## config.mk

```make
export PLATFORM = sky130hd
export DESIGN_NAME = sat_accumulator
export DESIGN_NICKNAME = d
export VERILOG_FILES = /design/src/rtl/sat_accumulator.sv
export SDC_FILE = /design/constraint.sdc
export NUM_CORES = 1
export LEC_CHECK = 0
export ABC_CLOCK_PERIOD_IN_PS = 3700
export CORE_MARGIN = 3
export CORE_UTILIZATION = 40
export CTS_CLUSTER_DIAMETER = 60
export DETAILED_ROUTE_END_ITERATION = 12
export PLACE_DENSITY_LB_ADDON = 0.05
export SLEW_MARGIN = 20
export SYNTH_ARGS = -nofsm -noshare
export SYNTH_HDL_FRONTEND = slang
export SYNTH_SLANG_ARGS = --single-unit
```

## constraint.sdc

```tcl
create_clock -name clk_i -period 3.7 [get_ports clk_i]
set_input_delay 0.555 -clock clk_i [delete_from_list [all_inputs] [get_ports clk_i]]
set_output_delay 0.555 -clock clk_i [all_outputs]
set_load 0.005 [all_outputs]
```

## src/rtl/sat_accumulator.sv

```systemverilog
`timescale 1ns/1ps
// Reduces each group of up to LEN beats (or fewer, closed by last_i) to one saturated sum.
// Result is registered one cycle after the closing beat; in HOLD, input ready follows ready_i.
module sat_accumulator #(
  parameter  int DATAW = 32,
  parameter  int LEN   = 8,
  localparam int CNTW  = $clog2(LEN + 1)
) (
  input  logic             clk_i,
  input  logic             rst_i,
  input  logic [DATAW-1:0] data_i,
  input  logic             last_i,
  input  logic             valid_i,
  output logic             ready_o,
  output logic [DATAW-1:0] sum_o,
  output logic [CNTW-1:0]  cnt_o,
  output logic             ovf_o,
  output logic             valid_o,
  input  logic             ready_i
);

  localparam logic [CNTW-1:0]  LEN_C = CNTW'(LEN);
  localparam logic [DATAW-1:0] MAX_C = {1'b0, {(DATAW-1){1'b1}}};
  localparam logic [DATAW-1:0] MIN_C = {1'b1, {(DATAW-1){1'b0}}};

  typedef enum logic {ACC, HOLD} state_t;

  state_t           state, state_nxt;
  logic [DATAW-1:0] acc;
  logic [CNTW-1:0]  cnt;
  logic             ovf;

  logic [DATAW-1:0] base, wsum, step;
  logic [CNTW-1:0]  cnt_inc;
  logic             pos_ovf, neg_ovf, ovf_nxt, closing, accept;

  always_comb begin
    base    = (cnt == '0) ? '0 : acc;
    wsum    = base + data_i;
    pos_ovf = !base[DATAW-1] && !data_i[DATAW-1] &&  wsum[DATAW-1];
    neg_ovf =  base[DATAW-1] &&  data_i[DATAW-1] && !wsum[DATAW-1];
    step    = pos_ovf ? MAX_C : (neg_ovf ? MIN_C : wsum);
    ovf_nxt = ((cnt == '0) ? 1'b0 : ovf) | pos_ovf | neg_ovf;
    cnt_inc = cnt + 1'b1;
    closing = last_i || (cnt_inc == LEN_C);
  end

  assign accept  = valid_i && ready_o;
  assign valid_o = (state == HOLD);

  always_ff @(posedge clk_i or posedge rst_i) begin
    if (rst_i) state <= ACC;
    else       state <= state_nxt;
  end

  // A closing beat while the held result drains keeps us in HOLD for back-to-back results.
  always_comb begin
    state_nxt = state;
    ready_o   = 1'b1;
    case (state)
      ACC: begin
        if (accept && closing) state_nxt = HOLD;
      end
      HOLD: begin
        ready_o = ready_i;
        if (ready_i && !(accept && closing)) state_nxt = ACC;
      end
      default: state_nxt = ACC;
    endcase
  end

  always_ff @(posedge clk_i or posedge rst_i) begin
    if (rst_i) begin
      acc   <= '0;
      cnt   <= '0;
      ovf   <= 1'b0;
      sum_o <= '0;
      cnt_o <= '0;
      ovf_o <= 1'b0;
    end else if (accept) begin
      if (closing) begin
        sum_o <= step;
        cnt_o <= cnt_inc;
        ovf_o <= ovf_nxt;
        acc   <= '0;
        cnt   <= '0;
        ovf   <= 1'b0;
      end else begin
        acc   <= step;
        cnt   <= cnt_inc;
        ovf   <= ovf_nxt;
      end
    end
  end

endmodule

```

Yosys cells after proc, flatten, opt, wreduce, memory -nomap -nowiden
Cells that the tools add are included.
{"block": "classes", "add_sub_neg": 2, "n_eq_ne": 1, "n_mux": 11, "n_bitwise": 3, "reduce_logical": 14}
{"op": "$mux W32", "count": 4}
{"op": "$add A32 B32 Y32", "count": 1}
{"op": "$logic_and A1 B1 Y1", "count": 7}
{"op": "$mux W1", "count": 5}
{"op": "$add A4 B1 Y4 const B", "count": 1}
{"op": "$eq A4 B4 Y1 const B", "count": 1}
{"op": "$logic_not A1 Y1", "count": 4}
{"op": "$logic_not A4 Y1", "count": 1}
{"op": "$mux W4", "count": 1}
{"op": "$or A1 B1 Y1", "count": 2}
{"op": "$pmux W1 S2", "count": 1}
{"op": "$reduce_and A2 Y1", "count": 1}
{"op": "$logic_or A1 B1 Y1", "count": 1}
{"op": "$not A1 Y1", "count": 1}
{"block": "word_totals", "regBits": 75, "in_bits": 37}

Longest topological paths before layout
{"block": "logic_depth", "word_depth": 8, "ltp_mapped": 17, "ltp_nobuf": 15}

Least setup slack after synthesis
No wires, ideal clock.
{"block": "synth_path", "path_kind": "register to register", "from": "register cnt[0]", "to": "register acc[1]", "setup_ns": 0.127, "t_arrival_ns": 3.093, "slack_ns": 0.481, "path_stages_with_launch": 18, "n_path_buf": 3, "path_cell_list": "dfrtp_1 -> inv_1 -> ha_1 -> nand2_1 -> clkbuf_1 -> nand2_1 -> inv_1 -> ha_1 -> a211oi_2 -> o21ai_1 -> o211ai_2 -> a21oi_2 -> or3_1 -> and3_1 -> buf_6 -> buf_6 -> o211ai_1 -> o21ai_1"}
{"element": "start: declaration", "line": "30", "source": "logic [CNTW-1:0] cnt;"}
{"element": "start signal: assignment", "line": "90", "source": "cnt <= cnt_inc;"}
{"element": "$add A4 B1 Y4", "line": "44", "source": "cnt_inc = cnt + 1'b1;"}
{"element": "via cnt_inc[0]", "line": "34", "source": "logic [CNTW-1:0] cnt_inc;"}
{"element": "$eq A4 B4 Y1", "line": "45", "source": "closing = last_i || (cnt_inc == LEN_C);"}
{"element": "$logic_or A1 B1 Y1", "line": "45"}
{"element": "$mux W32", "line": "81", "source": "if (closing) begin"}
{"element": "end signal: assignment", "line": "89", "source": "acc <= step;"}
{"element": "end: declaration", "line": "29", "source": "logic [DATAW-1:0] acc;"}
The timed path passes the listed nets, and every way through them passes these cells.
A chain may end at the register's enable or synchronous reset.

Worst setup path in the final report
{"block": "layout_path", "from": "register cnt[1]", "to": "register sum_o[30]"}
{"block": "layout_between", "elab_chain_len": 7}
{"element": "$logic_not A4 Y1", "line": "38", "source": "base = (cnt == '0) ? '0 : acc;"}
{"element": "$mux W32", "line": "38"}
{"element": "$add A32 B32 Y32", "line": "39", "source": "wsum = base + data_i;"}
{"element": "$logic_not A1 Y1", "line": "41", "source": "neg_ovf = base[DATAW-1] && data_i[DATAW-1] && !wsum[DATAW-1];"}
{"element": "$logic_and A1 B1 Y1", "line": "41"}
{"element": "$mux W32 (2 in series)", "line": "42", "source": "step = pos_ovf ? MAX_C : (neg_ovf ? MIN_C : wsum);"}
{"element": "end signal: assignment", "line": "82", "source": "sum_o <= step;"}
{"element": "end: declaration", "line": "15", "source": "output logic [DATAW-1:0] sum_o,"}
Parallel ways exist; a longest one is shown, timed or not.

==> impl_metrics.json <==
{
  "detail-route-antenna-nets": 0,
  "grt_pass1_vias": 4781,
  "routedWlPerCell_um": 16.9,
  "crit_arrival_ns": 3.71,
  "setup_slack_ns": 0.219,
  "num_io_pins": 76,
  "grtUsageTotal_pct": 20.8,
  "viasPerCell": 5.55,
  "syn_inst": 613,
  "seqCellArea_mm2": 0.00188,
  "syn_area_per_cell_um2": 8.68,
  "multi_input_area_mm2": 0.00327,
  "vias": 4792,
  "critPathCaptureType": "flip-flop",
  "cp-start-kind": "flip-flop",
  "critPathKind": "flip-flop to flip-flop",
  "dp_hpwl_mm": 10.8,
  "clk-insertion-delay-late_ns": 0.35,
  "power_leakage_nw": 2.88,
  "powerDensity_mw_per_mm2": 836,
  "synthTopCellsByArea": "dfrtp_1 35%, ha_1 8.2%, a21oi_1 6.2%",
  "route.detailed.drc": 0,
  "peakVddDrop_mv": 0.413,
  "drt_iter0_markers": 241,
  "grt_pass1_wl_mm": 24.5,
  "initial_core_util_pct": 41.5,
  "synth_seq_cells": 75,
  "fill_cells": 1251,
  "cts-root-buf": "clkbuf_16",
  "hold_viol": 0,
  "synth_warnings": 0,
  "max_slew_margin_pct": 42.5,
  "synth_edf_count": 0,
  "diodes": 0,
  "antenna_found_initial": 0,
  "path_clk_slew_ns": 0.06,
  "cp_max_fo": 18,
  "grt_start_max_net_pins": 40,
  "holdBufCountCts": 0,
  "stdcell_count": 864,
  "syn2layout_area_growth_pct": 26.8,
  "drtPass1Iterations": 5,
  "cts_sinks": 75,
  "die_y_um": 121,
  "syn_area_mm2": 0.00532,
  "max_freq_mhz": 287,
  "hold_depth": 2,
  "cts_htree_levels": 3,
  "clk_path_buf_depth": 2,
  "cp-startpoint": "cnt[1]",
  "synth_top_cell_by_area": "dfrtp_1",
  "place_inst": 842,
  "drv_cap": 0,
  "cts_tree": "built",
  "period_share_pct": 94.1,
  "r2r_cells": 16,
  "rr_endpoint": "sum_o[30]",
  "fp-row-count": 41,
  "hold_path.class": "flip-flop to flip-flop",
  "critical_path.endpoint": "sum_o[30]",
  "synth_top_area_share_pct": 35.3,
  "setup_viol": 0,
  "synth_fp_nets": 686,
  "nets": 760,
  "reg2reg_slack_ns": 0.22,
  "tightest_slew_ns": 0.861,
  "gp_congestion": 0.860,
  "die_x_um": 121,
  "routed_wirelength_mm": 14.6,
  "synth.distinct_cells": 69,
  "drive_gt1_share_pct": 14.2,
  "r2r-start": "cnt[1]",
  "status": "finished, final reports clean",
  "ys_seq_area_share_pct": 35.3,
  "cp.required_ns": 3.93,
  "period_minus_slack_ns": 3.48,
  "gr-total-overflow": 0,
  "slew_violations": 0,
  "preCtsSetupSlack_ns": 0.0384,
  "cts_buffers": 9,
  "synth-main-ff-cell": "dfrtp_1",
  "ys_async_sr_fraction_pct": 100,
  "coreArea_mm2": 0.0128,
  "portBuffers": 75,
  "die_area_mm2": 0.0147,
  "timing.hold.ws_ns": 0.462,
  "fin_worst_skew_ns": 0.00700
}
==> cells by family after synthesis <==
logic type	after synthesis	share of synthesized area, %
buffers and inverters	54	4.84
DFF	75	35.3
muxes	4	0.776
AOI/OAI and AO/OA	241	29.6
adders and majority gates	36	8.61
and+or+nand+nor	183	17.6
xor gates and xnor gates	20	3.29
==> metrics by stage <==
step	TNS (ns)	instance area (um^2)	power, W	utilization, %
after CTS	0	6620	0.00559	51.6
after detailed placement	0	6320	0.00467	49.3
after global placement	0	6320	0.00464	49.3
final	0	6750	0.00564	52.6
after global routing	-0.0228	6750	0.00614	52.6
after floorplan	0	5320	0.00360	-
==> flip-flops by register name (all words and copies together), names as in the netlist <==
signal and count:
cnt_o 4, valid_o 1, ovf 1, cnt 4, sum_o 32, acc 32
ovf_o 1
==> cells in the mapped netlist, types with 3 or more instances <==
library cell and number:
dfrtp_1 75, a21oi_1 66, nand2_1 65, o21ai_0 46
and2_1 36, ha_1 35, clkbuf_1 27, o21ai_1 26
nor2_1 24, a21oi_2 18, a21o_1 16, xnor2_1 14
inv_1 11, nand3_1 10, and3_1 8, nand4_1 8
nor3_1 8, a211oi_1 7, buf_2 7, nand2b_1 6
o211ai_1 6, o21a_1 6, o21bai_1 6, xor2_1 6
a31oi_1 5, buf_6 5, a41oi_1 3, mux2i_1 3
o221a_2 3, o22a_1 3, o31a_1 3, o31ai_1 3
or3_1 3
==> worst max-delay path: stages, from the launching register on <==
cell,delay [ns]
dfrtp_1,0.40
inv_1,0.09
ha_1,0.16
nand2_1,0.12
buf_12,0.19
and2_1,0.16
ha_1,0.37
a21o_1,0.23
o21bai_1,0.18
a21oi_1,0.20
o311ai_2,0.14
or3_1,0.35
and3_1,0.23
buf_4,0.17
nor2_2,0.09
buf_4,0.19
a21oi_1,0.08
==> cells in the final DEF (no fill, tap or decap), types with 4 or more instances in the layout <==
master	count
a21oi_2	20
xor2_1	6
a21o_1	16
o21a_1	6
nand2_1	61
nor3_1	7
o21ai_0	46
o21ai_1	25
nand4_1	8
a21oi_1	64
clkbuf_16	9
a31oi_1	5
o21bai_1	4
nand2b_1	6
nor2_1	24
clkdlybuf4s50_1	75
ha_1	31
nand2_2	4
inv_1	10
buf_4	26
and2_1	36
a211oi_1	7
dfrtp_1	75
buf_12	5
and3_1	8
nand3_1	10
o211ai_1	6
xnor2_1	14
==> worst min path at each step <==
| stage | from | to | slack, ns |
|---|---|---|---|
| detailed placement | acc[0] | acc[0] | 0.45 |
| global placement | acc[0] | acc[0] | 0.44 |
| finish | acc[0] | acc[0] | 0.46 |
| global route | acc[0] | acc[0] | 0.47 |
| floorplan | acc[0] | acc[0] | 0.43 |
| CTS | acc[0] | acc[0] | 0.46 |
==> metal layers <==
layer,vias to the layer above,part of all wire [%],track usage (%)
li1,2391,-,-
met4,0,1.2,5.81
met1,2299,48,28.7
met3,15,3.5,3.12
met5,-,0,0
met2,87,47,33.9
==> report_power, final <==
group | total, W | internal (W) | leakage, nW | switching, W
Combinational | 0.00341 | 0.00160 | 1.84 | 0.00180
Clock | 0.000875 | 0.000499 | 0.143 | 0.000376
Sequential | 0.00136 | 0.00117 | 0.900 | 0.000185
==> area by class of cell <==
class	count	share of cell area, %
Sequential cell	75	27.8
Clock inverter	5	0.631
Timing Repair Buffer	106	15.5
Inverter	11	0.612
Tap cell	172	3.19
Multi-Input combinational cell	484	48.5
Clock buffer	11	3.75
==> what timing repair did <==
item,in CTS,in global routing
endpoints found under the hold margin,0,0
setup buffers,0,6
setup endpoints to repair,0,36
gates resized for setup,0,17
Note: power is estimated with default switching activity, not from simulation.
